[src/rtl/fft_sample_bank.sv]
// Dual-ported sample bank that the IO side and the FFT engine take turns owning: LOAD, then COMPUTE, then UNLOAD.
// Defining FFT_BANK_BITREV_EN bit-reverses the IO-side write addresses before they reach memory.
module fft_sample_bank #(
  parameter int N             = 32,
  parameter int word_size     = 16,
  parameter int address_width = $clog2(N)
) (
  input  logic                       clk,
  input  logic                       reset,
  input  logic                       io_wr_en,
  input  logic [address_width-1:0]   io_wr_addr1,
  input  logic [address_width-1:0]   io_wr_addr2,
  input  logic [2*word_size-1:0]     io_wr_data1,
  input  logic [2*word_size-1:0]     io_wr_data2,
  input  logic                       io_rd_en,
  input  logic [address_width-1:0]   io_rd_addr1,
  input  logic [address_width-1:0]   io_rd_addr2,
  output logic [2*word_size-1:0]     io_rd_data1,
  output logic [2*word_size-1:0]     io_rd_data2,
  output logic                       io_rd_valid,
  input  logic                       fft_wr_en,
  input  logic [address_width-1:0]   fft_wr_addr1,
  input  logic [address_width-1:0]   fft_wr_addr2,
  input  logic [address_width-1:0]   fft_rd_addr1,
  input  logic [address_width-1:0]   fft_rd_addr2,
  input  logic [2*word_size-1:0]     fft_wr_data1,
  input  logic [2*word_size-1:0]     fft_wr_data2,
  output logic [2*word_size-1:0]     fft_rd_data1,
  output logic [2*word_size-1:0]     fft_rd_data2,
  output logic                       fft_start,
  input  logic                       fft_done,
  output logic                       fft_busy,
  output logic [1:0]                 bank_state,
  output logic                       protocol_err
);

  localparam int SW = 2 * word_size;
  // Each strobe moves two samples, so a frame is N/2 strobes.
  localparam logic [address_width-1:0] LAST = address_width'(N / 2 - 1);

  typedef enum logic [1:0] {
    LOAD    = 2'b00,
    COMPUTE = 2'b01,
    UNLOAD  = 2'b10
  } state_t;

  state_t state, state_nxt;

  logic [address_width-1:0] wr_cnt, rd_cnt;
  logic [SW-1:0]            mem [N];

  logic                     io_wr_ok, io_rd_ok, fft_wr_ok, fft_done_ok;
  logic                     bad_access;
  logic [address_width-1:0] io_wa1, io_wa2;
  logic                     mem_we;
  logic [address_width-1:0] wa1, wa2;
  logic [SW-1:0]            wd1, wd2;

  logic                     start_p1;
  logic                     vld_p1;
  logic [SW-1:0]            io_rd1_p1, io_rd2_p1;
  logic [SW-1:0]            fft_rd1_p1, fft_rd2_p1;

`ifdef FFT_BANK_BITREV_EN
  function automatic logic [address_width-1:0] bit_rev(input logic [address_width-1:0] a);
    logic [address_width-1:0] r;
    for (int i = 0; i < address_width; i++) r[i] = a[address_width-1-i];
    return r;
  endfunction

  assign io_wa1 = bit_rev(io_wr_addr1);
  assign io_wa2 = bit_rev(io_wr_addr2);
`else
  assign io_wa1 = io_wr_addr1;
  assign io_wa2 = io_wr_addr2;
`endif

  // Strobes only count when their owner holds the bank; anything else is a protocol error.
  assign io_wr_ok    = io_wr_en  && (state == LOAD);
  assign io_rd_ok    = io_rd_en  && (state == UNLOAD);
  assign fft_wr_ok   = fft_wr_en && (state == COMPUTE);
  assign fft_done_ok = fft_done  && (state == COMPUTE);
  assign bad_access  = (io_wr_en && !io_wr_ok) || (io_rd_en && !io_rd_ok) ||
                       (fft_wr_en && !fft_wr_ok) || (fft_done && !fft_done_ok);

  always_comb begin
    mem_we = io_wr_ok || fft_wr_ok;
    wa1    = fft_wr_addr1;
    wa2    = fft_wr_addr2;
    wd1    = fft_wr_data1;
    wd2    = fft_wr_data2;
    if (state == LOAD) begin
      wa1 = io_wa1;
      wa2 = io_wa2;
      wd1 = io_wr_data1;
      wd2 = io_wr_data2;
    end
  end

  // Port 2 is written last so it wins on an address collision.
  always_ff @(posedge clk) begin
    if (mem_we) begin
      mem[wa1] <= wd1;
      mem[wa2] <= wd2;
    end
  end

  // Stage p1: registered reads; same-edge writes are not yet visible, so old data is returned.
  always_ff @(posedge clk or negedge reset) begin
    if (!reset) begin
      vld_p1     <= 1'b0;
      io_rd1_p1  <= '0;
      io_rd2_p1  <= '0;
      fft_rd1_p1 <= '0;
      fft_rd2_p1 <= '0;
    end else begin
      vld_p1     <= io_rd_ok;
      fft_rd1_p1 <= mem[fft_rd_addr1];
      fft_rd2_p1 <= mem[fft_rd_addr2];
      if (io_rd_ok) begin
        io_rd1_p1 <= mem[io_rd_addr1];
        io_rd2_p1 <= mem[io_rd_addr2];
      end
    end
  end

  always_ff @(posedge clk or negedge reset) begin
    if (!reset) begin
      state        <= LOAD;
      wr_cnt       <= '0;
      rd_cnt       <= '0;
      start_p1     <= 1'b0;
      protocol_err <= 1'b0;
    end else begin
      state    <= state_nxt;
      start_p1 <= io_wr_ok && (wr_cnt == LAST);
      if (bad_access) protocol_err <= 1'b1;
      if (io_wr_ok) wr_cnt <= wr_cnt + 1'b1;
      if (io_rd_ok) begin
        if (rd_cnt == LAST) begin
          rd_cnt <= '0;
          wr_cnt <= '0;
        end else begin
          rd_cnt <= rd_cnt + 1'b1;
        end
      end
    end
  end

  always_comb begin
    state_nxt = state;
    case (state)
      LOAD:    if (io_wr_ok && (wr_cnt == LAST)) state_nxt = COMPUTE;
      COMPUTE: if (fft_done_ok) state_nxt = UNLOAD;
      UNLOAD:  if (io_rd_ok && (rd_cnt == LAST)) state_nxt = LOAD;
      default: state_nxt = LOAD;
    endcase
  end

  always_comb begin
    fft_busy   = (state == COMPUTE);
    bank_state = state;
  end

  assign fft_start    = start_p1;
  assign io_rd_valid  = vld_p1;
  assign io_rd_data1  = io_rd1_p1;
  assign io_rd_data2  = io_rd2_p1;
  assign fft_rd_data1 = fft_rd1_p1;
  assign fft_rd_data2 = fft_rd2_p1;

endmodule

[config.mk]
export PLATFORM = sky130hd
export DESIGN_NAME = fft_sample_bank
export DESIGN_NICKNAME = d
export VERILOG_FILES = /design/src/rtl/fft_sample_bank.sv
export SDC_FILE = /design/constraint.sdc
export NUM_CORES = 2
export LEC_CHECK = 0
export ABC_AREA = 0
export CAP_MARGIN = 25
export CORE_UTILIZATION = 35
export DETAILED_ROUTE_END_ITERATION = 10
export DONT_BUFFER_PORTS = 1
export PLACE_DENSITY = 0.52
export SETUP_SLACK_MARGIN = 0.02
export SLEW_MARGIN = 40
export SYNTH_ARGS = -nofsm -noshare
export SYNTH_HDL_FRONTEND = slang
export SYNTH_SLANG_ARGS = --single-unit
[constraint.sdc]
create_clock -name clk -period 5.5 [get_ports clk]
set_input_delay 1.1 -clock clk [delete_from_list [all_inputs] [get_ports clk]]
set_output_delay 1.1 -clock clk [all_outputs]
set_load 0.02 [all_outputs]
; ---- Yosys cells after proc, flatten, opt, wreduce, memory -nomap -nowiden
; Memory sizes are Yosys's and may differ from the RTL's. A register that Yosys moved wholly into a read port is not among the register bits.
; Index checks and enable logic that the tools add are counted.
[word_totals]
regBits = 15
ram_bits = 1024
wordCells = 54
mem_count = 1
[op_classes]
addsub = 2
n_eq_ne = 7
mux = 14
n_reduce_logical = 24
[mem_list]
columns = memory, depth, width, rd, rd_clocked_by_memory_dff, wr, line
row1 = mem, 32, 32, 4, 4, 2, 50  ; logic [SW-1:0] mem [N];
[ops]
columns = operator, n
row1 = two-way mux 32 bit, 2
row2 = two-way mux 5 bit, 6
row3 = "adder 5 x 1 -> 5 bit, second input constant", 2
row4 = "equality test 5 x 4 -> 1 bit, second input constant", 2
row5 = logical AND 1 bit, 10
row6 = logical NOT 1 bit, 8
row7 = two-way mux 2 bit, 3
row8 = "inequality test 2 x 1 -> 1 bit, second input constant", 3
row9 = case mux 2 bit (3 select lines), 1
row10 = logical OR 1 bit, 4
row11 = AND reduction 3 bit, 1
row12 = "equality test 2 x 1 -> 1 bit, second input constant", 1
row13 = "equality test 2 bit, second input constant", 1
row14 = logical NOT 2 bit, 1
row15 = two-way mux 1 bit, 2

; ---- Depth between registers and ports, before layout
[depth]
ltp_word = 7
ltp_mapped = 10
depth_no_buf = 6

; ---- Worst setup path before layout
; No wires, ideal clock.
[synth_path]
path_type = input -> register
startpoint = input port io_wr_en
endpoint = memory mem[2][0] in the netlist's numbering (enable)
t_arrival_ns = 3.976
slack_ns = 1.059
path_stages = 5
cell_sequence = clkbuf_2 nand3b_1 a21oi_1 nand2_1 o21ai_0
[synth_lines]
columns = element, line
row1 = "start, declared", 10  ; input logic io_wr_en,
row2 = "end, declared", 50

==> metrics <==
nets 5597; yosys synthesis warning count 0; Area growth syn-to-layout 11.3%; FF-to-FF Start bank_state[0]$_DFFE_PN0P_; FF-to-FF setup slack approximately 1600 ps; Placer Congestion 0.836; Syn Inst Count 5758; Peak VDD IR around 0.38 mV; PwrDens 340 nW/µm²; slowest CP cell dfrtp_1; top-count cell post-synth mux2i_1; cell accounting for the most synthesized area edfxtp_1; clk_skew 36.5 ps; Ports 308; Distinct cells, synth 48; Setup-failing EPs final 0; DP HPWL 194000 µm; Hold/Removal Path Class in -> async; Std-Cell Rows 176; DRT met1 WL 137000 µm; area of the mapped netlist 81300 µm²; Placed Cells 8276; Yosys reg bits 1167; first-pass GRT wire length between 400000 and 500000 µm; worst setup path endpoint mem[2][18]$_DFFE_PP_; number of synthesized flops with an enable pin 1024; Clock Tree Buf Depth 3; vias post-DR 58100; Port-buffer cells 0; pin slew with the least headroom to its limit 1300 ps; postcts setup bufs 0; GRT overflow 0; R2R Path End mem[2][18]$_DFFE_PP_; cells along the critical path or3b_2 -> a21oi_1 -> nor2b_1 -> buf_4 -> nand2_4 -> o21ai_4 -> buf_16 -> buf_4; DP Worst Slack 1280 ps; Die Width roughly 480 µm; Root Buffer clkbuf_16; Startpoint Class flip-flop; Hold-fix buffers, CTS 2; CP endpoint kind flip-flop; pin count of the biggest net entering global routing 513; most frequent CP cell buf_4; DR DRC count 0; initial antenna violation count 2; Post-Layout Cell Count about 8600; CTS resizes 0; most common library cells after synthesis mux2i_1, edfxtp_1, mux4_2; total chip power roughly 30 mW; maximum fanout along the worst path 33; share of layout cells above drive strength 1 a little under a quarter; Pleak 35.1 nW; # Max-Cap Violations 0; final core occ 39.3%; DRT Pass-1 Iters 5; CTS tree built; total track usage 28.6%; fmax 253 MHz; Vias/cell 6.78; top post-synthesis cells by area edfxtp_1, mux2i_1, mux4_2; number of fill cells 21300; Crit path arrival time approximately 4400 ps; core footprint 231000 µm²; syn_nets 5935; FFs w/ async S/R, synth 12.3%; starting density of the core 35.3%; post-layout minimum cycle time ~4000 ps; Synth Flop Type edfxtp_1; final WL 344000 µm; Tcrit/Tclk final 71.8%; CTS clk-pin slew, worst paths ~60 ps; Final Hold Viols 0; status completed; post-synth top area share 37.8%; Worst-Skew Late Latency 820 ps; DRT iter0 DRCs 6748; Routed WL per cell 40.1 µm; CP Class reg -> reg; fin. max-slew vios 0; Max transition margin between 10% and 20%; clk sinks between 1000 and 1500; uppermost layer routed met4; CP peak stage delay 640 ps; TritonCTS Buffers 146; Setup TNS 0 ps; Die H a little under 500 µm; syn avg cell area 14.1 µm²; post-route ant nets 0; reg2reg path depth 8; Req. time, crit path 5980 ps; vias in the first global route 57400; crit path launch bank_state[0]$_DFFE_PN0P_; Seq/Total Area, Yosys 42.2%; full die area 234000 µm²; Setup WS post-layout between 1500 and 2000 ps; RSZ-0062 raised after global routing no; H-tree lvl count 4; met2 wire length 162000 µm; met3 wire len 26600 µm
==> worst min path at each step <==
| stage | start | endpoint | slack, ps | cells after the start |
|---|---|---|---|---|
| final | reset | io_rd_data1[20]$_DFFE_PN0P_ | 150 | 1 |
| after floorplan | rd_cnt[4]$_DFFE_PN0P_ | rd_cnt[4]$_DFFE_PN0P_ | 450 | 1 |
| after CTS | reset | fft_rd_data2[18]$_DFF_PN0_ | 110 | 1 |
| after global routing | reset | fft_rd_data2[18]$_DFF_PN0_ | 120 | 1 |
| after global placement | rd_cnt[4]$_DFFE_PN0P_ | rd_cnt[4]$_DFFE_PN0P_ | 470 | 1 |
| after detailed placement | rd_cnt[4]$_DFFE_PN0P_ | rd_cnt[4]$_DFFE_PN0P_ | 470 | 1 |
==> power by group <==
part / total [mW] / switching [mW] / internal, mW
Combinational: 8.45 / 5.14 / 3.31
Sequential: 12.3 / 1.17 / 11.1
Clock: 10.0 / 4.20 / 5.84
==> layout make-up <==
class | instances | area [µm²] | share of cell area (%)
antenna | 1 | 2.50 | 0.00277
clock buffer | 201 | 4100 | 4.53
clock inverter | 69 | 739 | 0.817
inverter | 5 | 18.8 | 0.0207
multi-input combinational | 3850 | 44500 | 49.2
sequential | 1167 | 34300 | 37.9
tap | 3026 | 3790 | 4.18
timing repair buffer | 250 | 3000 | 3.32
==> per-stage QoR <==
step,area [µm²],hold slack (ps)
floorplan,81300,448
global placement,84400,471
detailed placement,85100,471
CTS,90000,108
global route,90500,122
finish,90500,148
==> layout by cell type, fill, tap and decap left out, drive strengths merged, types with 3 or more instances in the layout <==
master | Yosys | layout
a21oi | 132 | 132
a221oi | 128 | 128
a22o | 128 | 128
a22oi | 257 | 257
a31oi | 3 | 3
and2 | 15 | 15
buf | 336 | 250
bufinv | 0 | 13
clkbuf | 400 | 201
clkinv | 0 | 47
dfrtp | 143 | 143
edfxtp | 1024 | 1024
ha | 3 | 3
inv | 5 | 13
mux2 | 65 | 65
mux2i | 2118 | 2118
mux4 | 640 | 640
nand2 | 121 | 121
nand2b | 4 | 4
nand3 | 5 | 5
nand3b | 7 | 7
nor2 | 21 | 21
nor2b | 11 | 11
o21ai | 22 | 22
o21bai | 10 | 10
o22ai | 68 | 68
o41ai | 64 | 64
or2 | 8 | 8
==> kinds of logic (layout without fill, tap and decap cells) <==
family,Yosys count,in the layout,share of synthesized area [%]
AO/OA/AOI/OAI,818,818,7.46
AND/OR/NAND/NOR,202,202,1.16
multiplexers,2823,2823,44.7
other,0,1,0
XOR/XNOR,4,4,0.0431
adder cells (fa/ha/maj),3,3,0.0462
buffers and inverters,741,525,4.40
flip-flops,1167,1167,42.2
==> worst max-delay path, delay by kind of cell (launching register included) <==
kind | cells | cell delay, ps
DFF | 1 | 640
and+or+nand+nor | 3 | 1290
buffers and inverters | 3 | 760
AOI/OAI and AO/OA | 2 | 890
==> sequential cells by signal, indices dropped and copies added (netlist names) <==
register,count
mem,1024
protocol_err,1
fft_start,1
wr_cnt,5
io_rd_data2,32
bank_state,2
io_rd_valid,1
fft_rd_data2,32
io_rd_data1,32
rd_cnt,5
fft_rd_data1,32
==> routing by layer <==
metal | global-route usage, % | vias up
met5 | 0 | -
met1 | 37.4 | 30800
met3 | 4.43 | 864
met2 | 46.5 | 3393
li1 | - | 23000
met4 | 13.3 | 0
Power figures use the tool's default switching activity.
